==> src/rtl/arb2_mux64_ctrl_if.sv <==
// arb2_mux64_ctrl_if: request, mux and output-handshake bundle
// for the two-requester 64-bit mux sequencer.
interface arb2_mux64_ctrl_if #(
  parameter int WIDTH = 64,
  parameter int CNT_W = 16
);
  logic             req0;
  logic             req1;
  logic             ack0;
  logic             ack1;
  logic             sel;
  logic [WIDTH-1:0] mux_o;
  logic             o_valid;
  logic             o_ready;
  logic [WIDTH-1:0] o_data;
  logic [CNT_W-1:0] cnt0;
  logic [CNT_W-1:0] cnt1;

  modport master (
    input  req0, req1, mux_o, o_ready,
    output ack0, ack1, sel, o_valid, o_data, cnt0, cnt1
  );

  modport slave (
    output req0, req1, mux_o, o_ready,
    input  ack0, ack1, sel, o_valid, o_data, cnt0, cnt1
  );
endinterface

==> src/rtl/arb2_mux64_ctrl.sv <==
// arb2_mux64_ctrl: arbitrates two requesters onto a 2:1 mux,
// registers the mux output and offers it with valid/ready.
module arb2_mux64_ctrl #(
  parameter int WIDTH      = 64,
  parameter int FIXED_PRIO = 0,
  parameter int CNT_W      = 16
) (
  input  logic                   clk,
  input  logic                   rst,
  arb2_mux64_ctrl_if.master      bus
);

  typedef enum logic {
    EMPTY = 1'b0,
    FULL  = 1'b1
  } state_t;

  localparam bit P_FIXED = (FIXED_PRIO != 0);

  state_t           r_state;
  logic [WIDTH-1:0] r_data;
  logic             r_last;
  logic [CNT_W-1:0] r_cnt0;
  logic [CNT_W-1:0] r_cnt1;

  logic w_valid;
  logic w_slot_free;
  logic w_both;
  logic w_grant;
  logic w_win;

  assign w_valid     = (r_state == FULL);
  assign w_slot_free = !w_valid | bus.o_ready;
  assign w_both      = bus.req0 & bus.req1;
  assign w_grant     = w_slot_free & (bus.req0 | bus.req1) & !rst;

  // Winner: sole requester, else fixed 0 or alternate from last.
  always_comb begin
    w_win = bus.req1;
    if (w_both) w_win = P_FIXED ? 1'b0 : !r_last;
  end

  assign bus.ack0    = w_grant & !w_win;
  assign bus.ack1    = w_grant & w_win;
  assign bus.sel     = rst ? 1'b1 : (w_grant ? w_win : r_last);
  assign bus.o_valid = w_valid;
  assign bus.o_data  = r_data;
  assign bus.cnt0    = r_cnt0;
  assign bus.cnt1    = r_cnt1;

  // Capture on grant, drain on accept, count per-requester words.
  always_ff @(posedge clk) begin
    if (rst) begin
      r_state <= EMPTY;
      r_data  <= '0;
      r_last  <= 1'b1;
      r_cnt0  <= '0;
      r_cnt1  <= '0;
    end else if (w_grant) begin
      r_state <= FULL;
      r_data  <= bus.mux_o;
      r_last  <= w_win;
      if (w_win) r_cnt1 <= r_cnt1 + 1'b1;
      else       r_cnt0 <= r_cnt0 + 1'b1;
    end else if (w_valid & bus.o_ready) begin
      r_state <= EMPTY;
    end
  end

endmodule

==> src/flat_wrapper.sv <==
// flat-port wrapper written by rule: the top's interface ports become plain ports
module arb2_mux64_ctrl_flat 
#(
  parameter int WIDTH      = 64,
  parameter int FIXED_PRIO = 0,
  parameter int CNT_W      = 16
)
  (clk, rst, bus_req0, bus_req1, bus_mux_o, bus_o_ready, bus_ack0, bus_ack1, bus_sel, bus_o_valid, bus_o_data, bus_cnt0, bus_cnt1);
  arb2_mux64_ctrl_if #(.WIDTH(WIDTH), .CNT_W(CNT_W)) bus_i ();
  input  logic clk;
  input  logic rst;
  input wire logic [$bits(bus_i.req0)-1:0] bus_req0;
  input wire logic [$bits(bus_i.req1)-1:0] bus_req1;
  input wire logic [$bits(bus_i.mux_o)-1:0] bus_mux_o;
  input wire logic [$bits(bus_i.o_ready)-1:0] bus_o_ready;
  output wire logic [$bits(bus_i.ack0)-1:0] bus_ack0;
  output wire logic [$bits(bus_i.ack1)-1:0] bus_ack1;
  output wire logic [$bits(bus_i.sel)-1:0] bus_sel;
  output wire logic [$bits(bus_i.o_valid)-1:0] bus_o_valid;
  output wire logic [$bits(bus_i.o_data)-1:0] bus_o_data;
  output wire logic [$bits(bus_i.cnt0)-1:0] bus_cnt0;
  output wire logic [$bits(bus_i.cnt1)-1:0] bus_cnt1;
  assign bus_i.req0 = bus_req0;
  assign bus_i.req1 = bus_req1;
  assign bus_i.mux_o = bus_mux_o;
  assign bus_i.o_ready = bus_o_ready;
  assign bus_ack0 = bus_i.ack0;
  assign bus_ack1 = bus_i.ack1;
  assign bus_sel = bus_i.sel;
  assign bus_o_valid = bus_i.o_valid;
  assign bus_o_data = bus_i.o_data;
  assign bus_cnt0 = bus_i.cnt0;
  assign bus_cnt1 = bus_i.cnt1;
  arb2_mux64_ctrl #(.WIDTH(WIDTH), .FIXED_PRIO(FIXED_PRIO), .CNT_W(CNT_W)) u_core (.clk(clk), .rst(rst), .bus(bus_i));
endmodule
==> config.mk <==
export PLATFORM = sky130hd
export DESIGN_NAME = arb2_mux64_ctrl_flat
export DESIGN_NICKNAME = d
export VERILOG_FILES = /design/src/rtl/arb2_mux64_ctrl_if.sv /design/src/rtl/arb2_mux64_ctrl.sv /design/src/flat_wrapper.sv
export SDC_FILE = /design/constraint.sdc
export NUM_CORES = 1
export LEC_CHECK = 0
export ABC_AREA = 1
export CORE_ASPECT_RATIO = 0.9
export CORE_MARGIN = 2
export CORE_UTILIZATION = 42
export CTS_BUF_LIST = sky130_fd_sc_hd__clkbuf_8 sky130_fd_sc_hd__clkbuf_16
export DETAILED_ROUTE_END_ITERATION = 16
export GPL_TIMING_DRIVEN = 0
export PLACE_DENSITY = 0.76
export SETUP_SLACK_MARGIN = 0.3
export SLEW_MARGIN = 20
export SYNTH_ARGS = -nofsm -noshare
export SYNTH_HDL_FRONTEND = slang
export SYNTH_SLANG_ARGS = --single-unit
==> constraint.sdc <==
create_clock -name clk -period 1.4 [get_ports clk]
set_input_delay 0.28 -clock clk [delete_from_list [all_inputs] [get_ports clk]]
set_output_delay 0.28 -clock clk [all_outputs]
set_load 0.005 [all_outputs]
==> results of run 1 <==
per-stage QoR:
step	hold slack (ns)	area, um^2
after floorplan	0.390	4050
after global placement	0.450	5880
after detailed placement	0.455	5880
after CTS	0.396	6840
after global routing	0.421	7660
final	0.411	7660
power by group through the flow:
| stage | sequential (mW) | clock, mW | combinational [mW] |
|---|---|---|---|
| floorplan | 3.15 | 0 | 0.331 |
| global route | 3.14 | 2.06 | 1.59 |
| finish | 3.13 | 1.95 | 1.51 |
| global placement | 3.13 | 0 | 1.01 |
| detailed placement | 3.14 | 0 | 1.03 |
| CTS | 3.10 | 1.93 | 1.19 |
metal layers:
metal | GRT usage (%) | routed length (um) | up-vias
met5 | 0 | 0 | -
met4 | 8.66 | 1440 | 0
li1 | - | - | 2303
met1 | 30.0 | 6220 | 2425
met3 | 8.06 | 1990 | 144
met2 | 51.5 | 9450 | 419
synth_stat cells:
| cell | n | area share [%] |
|---|---|---|
| buf_2 | 10 | 1.3 |
| ha_1 | 2 | 0.63 |
| clkbuf_1 | 8 | 0.76 |
| dfxtp_1 | 98 | 49 |
| nand2_1 | 202 | 19 |
| nor2_1 | 49 | 4.6 |
| inv_1 | 48 | 4.5 |
| nor3_1 | 5 | 0.63 |
| inv_2 | 2 | 0.19 |
| buf_4 | 1 | 0.19 |
| a21oi_1 | 13 | 1.6 |
| xor2_1 | 1 | 0.22 |
| nor2_2 | 4 | 0.63 |
| nor2_4 | 1 | 0.28 |
| buf_1 | 5 | 0.47 |
| o21ai_0 | 10 | 1.3 |
| buf_6 | 2 | 0.57 |
| and3_1 | 2 | 0.32 |
| o21a_1 | 1 | 0.19 |
| nand4_1 | 8 | 1.3 |
| nand3_4 | 1 | 0.44 |
| xnor2_1 | 1 | 0.22 |
| nand3b_1 | 3 | 0.57 |
| nand3_1 | 81 | 10 |
| nor3_2 | 1 | 0.25 |
critical path: cells and delay by family, from the launching register on:
| family | cells | cell delay [ns] |
|---|---|---|
| buf+inv | 3 | 0.31 |
| flops | 1 | 0.39 |
| simple gates | 5 | 0.93 |
final cells by class:
type                       instances  area, um^2  share of cell area (%)
inverter                          50         213                    2.78
clock buffer                       9         124                    1.62
multi-input combinational        385        2070                    27.0
buffer                            26         268                    3.49
timing repair buffer             258        2610                    34.0
sequential                        98        2120                    27.7
tap                              122         153                    1.99
clock inverter                     7        76.3                   0.996
timing repair inverter             2        27.5                   0.359
how the worst min path moves through the flow:
stage                                  endpoint  slack, ns             startpoint
final                        u_core.bus.o_valid       0.41            bus_o_ready
after global routing         u_core.bus.o_valid       0.42            bus_o_ready
after CTS                    u_core.bus.o_valid       0.40            bus_o_ready
after detailed placement  u_core.bus.o_data[61]       0.46  u_core.bus.o_data[61]
after global placement    u_core.bus.o_data[62]       0.45  u_core.bus.o_data[62]
after floorplan            u_core.bus.o_data[0]       0.39           bus_mux_o[0]
state kept, by name (all words and copies together), names as in the netlist:
register,count
u_core.bus.cnt0,16
u_core.bus.cnt1,16
u_core.bus.o_data,64
u_core.bus.o_valid,1
u_core.r_last,1
logic make-up (layout without fill, tap and decap cells):
group                    after synthesis  count (layout)
AND/OR/NAND/NOR                      357             357
AO/OA/AOI/OAI                         24              24
XOR/XNOR                               2               2
adder cells (fa/ha/maj)                2               2
flip-flops                            98              98
buffers and inverters                 76             352
what timing repair did:
item                                    4_1_cts  5_1_grt
buffers inserted                             61       23
resized for setup                           655      129
endpoints found under the setup margin      198      192
pin swaps                                    33       53
cloned                                        3        5
==> impl_metrics.ini, run 1 <==
[run_status]
status = finished, violations left
violations = negative setup slack

[placed_design]
hpwl_um = 8880
io_buffers = 168
dp_slack_ns = -0.969
placed_cells = 849
place.gp.congestion = 0.821

[cts]
clkTransAtPathRegs_ns = 0.12
clkLatencyLatePin_ns = 0.38
cts_buffer_depth = 2
clkSinkCount = 98
numCtsBuffers = 9
ctsHoldBuffers = 0
htreeDepth = 3
cts_tree = yes
root_buffer = clkbuf_8

[synthesis]
ys_seq_area_share_pct = 49.5
synth_nets = 630
synth_xor_area_share_pct = 0.442
synthCells = 559
netlist-cell-type-count = 25
synthSimpleGateAreaFrac_pct = 38.4
synth_compound_area_share_pct = 3.09
muxShareOfSynthArea_pct = 0
synth_area_um2 = 3970
synth.ff_latch_count = 98
synth.avg_cell_area_um2 = 7.09
yosys.area_share.adder_pct = 0.631
yosysWarnings = 0
synth_top_family_by_area = simple AND/OR/NAND/NOR gates

[route]
drc = 0
via_per_inst = 5.53
wl_um = 19100
wl_per_cell_um = 20.0
dr.pass1.iters = 6
vias = 5291
ant_nets = 0
first_iter_violations = 436

[timing]
min_period_over_period_pct = 128
fmax_mhz = 557
setup-tns-final_ns = -4.37
clock_skew_ns = 0.0232
period_minus_slack_ns = 1.79
setup_viol_count_final = 31
rsz0062_at_grt = true
slew_headroom_pct = 64.0
setup_slack_ns = -0.394
final_hold_viol_count = 0
finalMaxSlewViolations = 0
worst_pin_slew_ns = 0.537

[pwr]
p_comb_share_pct = 22.9
powerDensity_nw_per_um2 = 859
peakVddDrop_mv = 0.639
p_sw_mw = 1.86
clkPwrFrac_pct = 29.7
seqPwrFrac_pct = 47.5
p_int_mw = 4.72
power_switching_share_pct = 28.3
p_total_mw = 6.59
p_leak_nw = 3.64

[floorplan]
die_w_um = 106
start_util_pct = 43.3
io_pins = 169
core_area_um2 = 9170
dieHeight_um = 96.2
rows = 33
dieArea_um2 = 10200

[global_routing]
grt_pass1_vias = 4559
grt_max_degree = 18
grt_pass1_wl_um = 22200
grt.overflow.total = 0
antenna_found_initial = 0
grt_use_total_pct = 27.4

[worst_setup_path]
slowest_stage = nor3_1
r2r-end = u_core.bus.cnt1[5]
crit_fanout = 3
cp_slowest_stage_delay_ns = 0.47
startpoint = u_core.bus.cnt1[1]
ff2ff_path_depth = 8
critPathKind = reg2reg
r2r_start = u_core.bus.cnt1[1]
cp_data_required_time_ns = 1.62
r2r_setup_slack_ns = -0.39
arrival_ns = 2.01
endpoint = u_core.bus.cnt1[5]
path_cells = buf_6 -> buf_6 -> nand3_4 -> inv_2 -> nand2_2 -> nor2_1 -> nor2_1 -> nor3_1
endpoint_kind = flip-flop
start_kind = flip-flop

[final_layout]
syn_to_final_growth_pct = 93.3
drive_above_1_share_pct = 49.5
stdcell_count = 957
num_antenna_cells = 0
fin_nets = 901
utilization_pct = 83.6
mostFrequentLayoutCells = nand2_1, buf_6, dfxtp_2
final_common_cell = nand2_1
fillers = 517

[flow_run]
cap_violations = 0

[hold_path]
hold_path_depth = 4
hp-class = in2reg
(Power assumes the default switching activity.)
==> run 2: changes to the inputs <==
- CAP_MARGIN: unset -> 0
==> results of run 2 <==
No change in the layout: final DEF, timing and power equal those of run 1.
